### src/rtl/flexsipo_pkg.sv
// Purpose: types and default sizes shared by the flexsipo / flexpiso pair.
// Latency: n/a (declarations only).
// Backpressure: n/a (declarations only).
package flexsipo_pkg;

  localparam int DEF_DATA_WIDTH   = 8;
  localparam int DEF_SHIFT_LENGTH = 12;
  localparam int DEF_IS_COMP      = 1;

  // One complex sample at the default width (I first, Q second).
  typedef struct packed {
    logic signed [DEF_DATA_WIDTH-1:0] i;
    logic signed [DEF_DATA_WIDTH-1:0] q;
  } sample_t;

  // Frame collector states.
  typedef enum logic {
    ST_IDLE = 1'b0,
    ST_FILL = 1'b1
  } state_t;

endpackage

### src/rtl/flexsipo.sv
// Purpose: serial-in / parallel-out frame collector with a per-frame length.
// Latency: last sample accepted at edge N -> o_pout valid, o_done=1 in cycle N+1.
// Backpressure: none; every i_valid sample is taken (i_flush discards it).
//
// Ports:
//   i_clk, i_rst_n  clock, asynchronous active-low reset
//   i_valid, i_sin  serial sample and qualifier
//   i_limit         frame length, latched on the first sample of a frame
//                   (0 or > SHIFT_LENGTH means SHIFT_LENGTH)
//   i_flush         abort the partial frame
//   o_pout          last completed frame (double buffered)
//   o_done          one-cycle pulse when o_pout takes a new frame
//   o_busy, o_count collection in progress / samples collected so far
module flexsipo
  import flexsipo_pkg::*;
#(
  parameter int DATA_WIDTH   = DEF_DATA_WIDTH,
  parameter int SHIFT_LENGTH = DEF_SHIFT_LENGTH,
  parameter int IS_COMP      = DEF_IS_COMP
) (
  input  logic                               i_clk,
  input  logic                               i_rst_n,
  input  logic                               i_valid,
  input  logic signed [DATA_WIDTH-1:0]       i_sin  [0:IS_COMP],
  input  logic [$clog2(SHIFT_LENGTH):0]      i_limit,
  input  logic                               i_flush,
  output logic signed [DATA_WIDTH-1:0]       o_pout [0:SHIFT_LENGTH-1][0:IS_COMP],
  output logic                               o_done,
  output logic                               o_busy,
  output logic [$clog2(SHIFT_LENGTH):0]      o_count
);

  localparam int              CW      = $clog2(SHIFT_LENGTH) + 1;
  localparam logic [CW-1:0]   LIM_MAX = CW'(SHIFT_LENGTH);

  state_t                        state_q, state_d;
  logic [CW-1:0]                 count_q, count_d;
  logic [CW-1:0]                 lim_q, lim_d;
  logic                          done_q, done_d;
  logic                          pout_ld;
  logic signed [DATA_WIDTH-1:0]  work_q [0:SHIFT_LENGTH-1][0:IS_COMP];
  logic signed [DATA_WIDTH-1:0]  work_d [0:SHIFT_LENGTH-1][0:IS_COMP];
  logic signed [DATA_WIDTH-1:0]  pout_q [0:SHIFT_LENGTH-1][0:IS_COMP];

  logic                          accept;
  logic [CW-1:0]                 lim_in;
  logic [CW-1:0]                 frame_lim;
  logic [CW-1:0]                 count_inc;
  logic [CW-1:0]                 wr_idx;

  assign accept    = i_valid & ~i_flush;
  assign lim_in    = ((i_limit == '0) || (i_limit > LIM_MAX)) ? LIM_MAX : i_limit;
  // The first sample of a frame is judged against the length being latched
  // on that same edge, so a length-1 frame completes immediately.
  assign frame_lim = (state_q == ST_IDLE) ? lim_in : lim_q;
  assign count_inc = count_q + CW'(1);
  // Sample k lands at SHIFT_LENGTH-1-k, mirroring flexpiso's shift-out order.
  assign wr_idx    = LIM_MAX - CW'(1) - count_q;

  always_ff @(posedge i_clk or negedge i_rst_n) begin
    if (!i_rst_n) begin
      state_q <= ST_IDLE;
    end else begin
      state_q <= state_d;
    end
  end

  always_comb begin
    state_d = state_q;
    count_d = count_q;
    lim_d   = lim_q;
    done_d  = 1'b0;
    pout_ld = 1'b0;
    work_d  = work_q;

    case (state_q)
      ST_FILL: begin
        if (i_flush) begin
          for (int i = 0; i < SHIFT_LENGTH; i++)
            for (int c = 0; c <= IS_COMP; c++)
              work_d[i][c] = '0;
          state_d = ST_IDLE;
          count_d = '0;
        end
      end
      default: begin
        if (accept) begin
          // Fresh frame: clear leftovers from any longer earlier frame.
          lim_d = lim_in;
          for (int i = 0; i < SHIFT_LENGTH; i++)
            for (int c = 0; c <= IS_COMP; c++)
              work_d[i][c] = '0;
        end
      end
    endcase

    if (accept) begin
      for (int i = 0; i < SHIFT_LENGTH; i++)
        if (CW'(i) == wr_idx)
          for (int c = 0; c <= IS_COMP; c++)
            work_d[i][c] = i_sin[c];

      if (count_inc == frame_lim) begin
        pout_ld = 1'b1;
        done_d  = 1'b1;
        count_d = '0;
        state_d = ST_IDLE;
      end else begin
        count_d = count_inc;
        state_d = ST_FILL;
      end
    end
  end

  always_ff @(posedge i_clk or negedge i_rst_n) begin
    if (!i_rst_n) begin
      count_q <= '0;
      lim_q   <= LIM_MAX;
      done_q  <= 1'b0;
      for (int i = 0; i < SHIFT_LENGTH; i++)
        for (int c = 0; c <= IS_COMP; c++) begin
          work_q[i][c] <= '0;
          pout_q[i][c] <= '0;
        end
    end else begin
      count_q <= count_d;
      lim_q   <= lim_d;
      done_q  <= done_d;
      for (int i = 0; i < SHIFT_LENGTH; i++)
        for (int c = 0; c <= IS_COMP; c++) begin
          work_q[i][c] <= work_d[i][c];
          // Load from the next-state buffer so the completing sample is included.
          if (pout_ld)
            pout_q[i][c] <= work_d[i][c];
        end
    end
  end

  assign o_pout  = pout_q;
  assign o_done  = done_q;
  assign o_busy  = (state_q == ST_FILL);
  assign o_count = count_q;

endmodule

### config.mk
export PLATFORM = sky130hd
export DESIGN_NAME = flexsipo
export DESIGN_NICKNAME = d
export VERILOG_FILES = /design/src/rtl/flexsipo_pkg.sv /design/src/rtl/flexsipo.sv
export SDC_FILE = /design/constraint.sdc
export NUM_CORES = 1
export LEC_CHECK = 0
export BUFFER_PORTS_ARGS = -buffer_cell sky130_fd_sc_hd__buf_2
export CELL_PAD_IN_SITES_DETAIL_PLACEMENT = 1
export CELL_PAD_IN_SITES_GLOBAL_PLACEMENT = 2
export CORE_AREA = 2 2 211 213
export CTS_BUF_LIST = sky130_fd_sc_hd__clkbuf_4
export DETAILED_ROUTE_END_ITERATION = 16
export DIE_AREA = 0 0 213 215
export PLACE_DENSITY_LB_ADDON = 0.1
export REMOVE_ABC_BUFFERS = 1
export SLEW_MARGIN = 20
export SYNTH_ARGS = -nofsm -noshare
export SYNTH_HDL_FRONTEND = slang
export SYNTH_SLANG_ARGS = --single-unit
### constraint.sdc
create_clock -name i_clk -period 2.2 [get_ports i_clk]
set_input_delay 0.11 -clock i_clk [delete_from_list [all_inputs] [get_ports i_clk]]
set_output_delay 0.11 -clock i_clk [all_outputs]
set_load 0.01 [all_outputs]
### Yosys cells after proc, flatten, opt, wreduce, memory -nomap -nowiden

Index checks and enable logic that the tools add are counted.
Widths: inputs -> output; s select.

* $add $sub $neg: 2
* magnitude comparators: 1
* equality and inequality tests: 12
* multiplexer cells: 28
* bitwise operators: 3
* reduce and logical (&&, ||, !) cells: 7

Operators by type and width (count)
* $mux 192: 4
* $mux 16: 12
* $mux 5: 6
* $eq 3x5->1 const A: 4
* $eq 4x5->1 const A: 4
* $eq 2x5->1 const A: 2
* $logic_not 5->1: 2
* $mux 1: 6
* $add 5x1->5 const B: 1
* $eq 1x5->1 const A: 1
* $eq 5x5->1: 1
* $gt 5x4->1 const B: 1
* $sub 4x5->5 const A: 1
* $reduce_and 2->1: 2
* $reduce_bool 2->1: 2
* $not 1->1: 2
* $and 1x1->1: 1
* $logic_or 1x1->1: 1

* register bits: 396
* input port bits: 25
* output and inout port bits: 199
* word-level logic and storage cells: 105

### Logic depth before layout (Yosys ltp)

* depth after elaboration: 7
* depth in mapped cells: 9

### Worst setup path before layout

Ideal clock, no wire load.

* path kind: register to register
* start: register count_q[0], in the netlist o_count[0]
* end: register pout_q (netlist bit o_pout[11])
* setup time: 128 ps
* arrival time: 2315 ps
* setup slack: -242 ps
* stages on the path, launching flop included: 10
* buffers on the path: 2
* clock period less this slack: 2442 ps
* path through: dfrtp_1 -> ha_1 -> nand3_1 -> xor2_1 -> o311ai_0 -> o31ai_1 -> nor3b_2 -> buf_4 -> buf_4 -> mux2_1

* longest elaborated chain between the ends: 4
* elaborated cells between the ends (all ways): 8

RTL lines
* from (decl): RTL line flexsipo.sv:37 `logic [CW-1:0] count_q, count_d;`
* from (signal assigned): RTL line flexsipo.sv:126 `count_q <= count_d;`
* $sub 4x5->5 or $add 5x1->5 (tied branches): RTL line flexsipo.sv:58, flexsipo.sv:56
* $eq 4x5->1 or $eq 5x5->1 (tied branches): RTL line flexsipo.sv:99, flexsipo.sv:103
* $mux 16 or $mux 1 (tied branches): RTL line flexsipo.sv:99, flexsipo.sv:103
* $mux 192 or $mux 1 (tied branches): RTL line flexsipo.sv:97 `if (accept) begin`
* to (signal, indexed assignment): RTL line flexsipo.sv:134 `pout_q[i][c] <= work_d[i][c];`
* to (decl): RTL line flexsipo.sv:43 `logic signed [DATA_WIDTH-1:0] pout_q [0:SHIFT_LENGTH-1][0:IS_COMP];`

Several ways; a longest one is shown, not always the timed one.
A chain may end at the register's enable or synchronous reset.

### Final worst setup path

* start: register count_q[1], in the netlist o_count[1]
* end: register pout_q (netlist bit o_pout[130])

* longest elaborated chain between the ends: 4
* elaborated cells between the ends (all ways): 8

RTL lines (RTL line)
* $sub 4x5->5 or $add 5x1->5 (tied branches): flexsipo.sv:58, flexsipo.sv:56
* $eq 2x5->1 or $eq 5x5->1 (tied branches): flexsipo.sv:99, flexsipo.sv:103
* $mux 16 or $mux 1 (tied branches): flexsipo.sv:99, flexsipo.sv:103
* $mux 192 or $mux 1 (tied branches): flexsipo.sv:97

Several ways; a longest one is shown, not always the timed one.

==> impl_metrics.json <==
{
  "setup_viol": 193,
  "grt_pass1_vias": 12094,
  "violations": "setup timing",
  "grt-ovfl-total": 0,
  "cp-endpoint": "o_pout[130]$_DFFE_PN0P_",
  "drt_iter0_markers": 515,
  "dp_hpwl_mm": 28.3,
  "p_leak_uw": 0.0106,
  "ant_nets": 0,
  "ff2ff_path_depth": 11,
  "die_x_um": 213,
  "critPathMaxFanout": 7,
  "h-tree-depth": 3,
  "postLayoutCoreUtil_pct": 48.0,
  "rsz0062_at_grt": "true",
  "via_per_inst": 4.82,
  "place.port_buffers": 223,
  "crit_slowest_cell": "dfrtp_2",
  "cts-root-buf": "clkbuf_4",
  "synth_ff_type": "dfrtp_1",
  "clkSinkCount": 396,
  "grtUsageTotal_pct": 20.6,
  "fin_crit_sh_pct": 115,
  "synthesis.area_um2": 15500,
  "drv_slew": 0,
  "outcome": "finished with violations",
  "vias": 11396,
  "clock_latency_ns": 0.80,
  "ys_seq_elements": 396,
  "synth_edf_count": 0,
  "layout-drive-gt1-share_pct": 39.7,
  "finalCriticalPeriod_ns": 2.53,
  "worst_pin_slew_ns": 0.488,
  "antenna_found_initial": 1,
  "clock.fmax_ghz": 0.395,
  "p_per_area_nw_per_um2": 804,
  "finalHoldViolCount": 0,
  "syn2layout_area_growth_pct": 34.7,
  "rrSetupSlack_ns": -0.33,
  "core_um2": 43600,
  "start_kind": "flip-flop",
  "syn_inst": 1322,
  "wire_per_inst_um": 20.5,
  "crit_path_end_kind": "flip-flop",
  "drc_errors": 0,
  "crit_top_cell": "buf_12",
  "ios": 224,
  "max_cap_violations": 0,
  "worstSetupStartpoint": "o_count[1]$_DFFE_PN0P_",
  "start_util_pct": 35.6,
  "grt_pass1_wl_mm": 72.1,
  "detail_route.first_pass.iterations": 5,
  "crit_type": "flip-flop to flip-flop",
  "row_count": 77,
  "cp_cell_sequence": "ha_4, nand3_4, xor2_4, o311ai_4, o31ai_4, nor3b_4, buf_6, buf_12, buf_12, buf_16, mux2_4",
  "slowest_delay_ns": 0.46,
  "cts_tree": "yes",
  "worst_hold_path_type": "input pin to flip-flop",
  "place_congestion": 0.751,
  "numCtsBuffers": 107,
  "cts_buffer_depth": 3,
  "synth_cell_type_count": 44,
  "cts.clk_slew.worst_paths_ns": 0.06,
  "crit_arrival_ns": 3.20,
  "die_y_um": 215,
  "post-place-ws_ns": -0.641,
  "fin_skew_ns": 0.0572,
  "r2r-start": "o_count[1]$_DFFE_PN0P_",
  "wirelength_mm": 48.4,
  "power_uw": 16800,
  "yosysWarningCount": 0,
  "dieArea_um2": 45800,
  "slew-limit-headroom_pct": 67.5,
  "final_nets": 1714,
  "ir_worst_vdd_uv": 333,
  "setup_ws_ns": -0.331,
  "ys_seq_area_share_pct": 63.8,
  "syn_area_per_cell_um2": 11.8,
  "synth-async-reset-ratio_pct": 100,
  "r2r-end": "o_pout[130]$_DFFE_PN0P_",
  "worst_ep_required_time_ns": 2.87,
  "grt_max_degree": 79,
  "setup_tns_ns": -48.32
}
[flip-flops by register name (all words and copies together) (netlist names)]
register  count
o_pout      192
work_q      192
lim_q         5
o_count       5
o_busy        1
o_done        1
[through the flow]
| step | std cells | hold WS [ns] | area (µm²) |
|---|---|---|---|
| 2_1_floorplan | 1221 | -0.186 | 15000 |
| 5_1_grt | 2362 | 0.194 | 20900 |
| 3_5_place_dp | 2109 | 0.0450 | 17800 |
| 3_3_place_gp | 2109 | 0.0457 | 17800 |
| 4_1_cts | 2340 | 0.0823 | 19900 |
| 6_report | 2362 | 0.211 | 20900 |
[power breakdown]
group	leakage [µW]	internal [µW]	switching, µW
Combinational	0.00424	896	1150
Clock	0.000850	3780	3110
Sequential	0.00549	7690	219
Total	0.0106	12400	4480
[synthesized netlist by cell type (all sizes together), types with 2 or more instances]
cell	n	area, µm²
nor4b	2	23.8
dfrtp	394	9860
o22ai	2	12.5
o31ai	2	15.0
and3	3	18.8
xnor2	4	35.0
nand2b	2	12.5
mux2	192	2160
nand2	362	1360
nand3	36	180
a21oi	6	33.8
and2	4	25.0
or3	2	12.5
buf	46	324
nor3	6	41.3
o311ai	2	17.5
o21ai	147	736
ha	4	50.1
nor2	5	18.8
nor3b	2	20.0
clkbuf	55	210
nor2b	6	45.0
xor2	3	26.3
dfstp	2	52.6
inv	5	18.8
nand3b	3	22.5
a22o	19	166
[layout make-up]
class | instances | area [µm²]
inverter | 5 | 18.8
antenna | 1 | 2.50
clock inverter | 26 | 183
sequential | 396 | 9920
timing repair buffer | 355 | 2920
fill | 4703 | 22700
multi-input combinational | 820 | 5900
tap | 592 | 741
clock buffer | 167 | 1250
[cells by family after synthesis]
family                   count (synthesis)  synth area share, %
AO/OA/AOI/OAI                          182                 6.51
AND/OR/NAND/NOR                        435                 11.5
buffers and inverters                  106                 3.56
flip-flops                             396                 63.8
XOR/XNOR                                 7                0.394
adder cells (fa/ha/maj)                  4                0.322
multiplexers                           192                 13.9
[critical path: cells and delay by family (launching register included)]
family	cells	cell delay, ns
buf+inv	4	0.63
mux	1	0.30
fa+ha+maj	1	0.20
simple gates	2	0.34
xor+xnor	1	0.24
compound gates	2	0.24
flops	1	0.46
[cell usage in the layout (no fill, tap or decap), types with 4 or more instances in the layout]
master           n
buf_2          222
a21oi_1          4
buf_6           10
clkbuf_4       167
mux2_4         160
buf_12          23
nor3_1           5
nand3_1         34
buf_16          10
o21ai_1         10
dfrtp_1        391
nand2_1        362
dlygate4sd3_1   30
clkinv_1        20
buf_4           47
nor2_1           5
clkbuf_16       11
mux2_2           9
a22o_1          19
o21ai_0        137
mux2_1          23
[layer usage]
layer / up-vias / wire (µm) / global-route usage, %
met1: 5865 / 22600 / 28.2
met5: - / 0 / 0
met2: 256 / 23000 / 32.9
li1: 5222 / - / -
met4: 0 / 652 / 6.08
met3: 53 / 2170 / 4.40
[worst min-delay path by stage]
stage	to	from	slack, ns	depth (start not counted)
2_1_floorplan	lim_q[0]$_DFFE_PN0P_	i_rst_n	-0.19	0
3_3_place_gp	work_q[66]$_DFF_PN0_	i_rst_n	0.05	1
3_5_place_dp	work_q[106]$_DFF_PN0_	i_rst_n	0.05	1
4_1_cts	o_busy$_DFF_PN0_	i_limit[4]	0.08	7
5_1_grt	o_busy$_DFF_PN0_	i_limit[4]	0.19	7
6_report	o_busy$_DFF_PN0_	i_limit[4]	0.21	7
[repair_timing]
action	CTS	global route
hold endpoints to repair	791	0
pin swaps	5	8
endpoints found under the setup margin	209	240
hold buffers	31	0
resized for setup	72	159
setup buffers	4	8
cloned	3	13
Power figures use the tool's default switching activity.
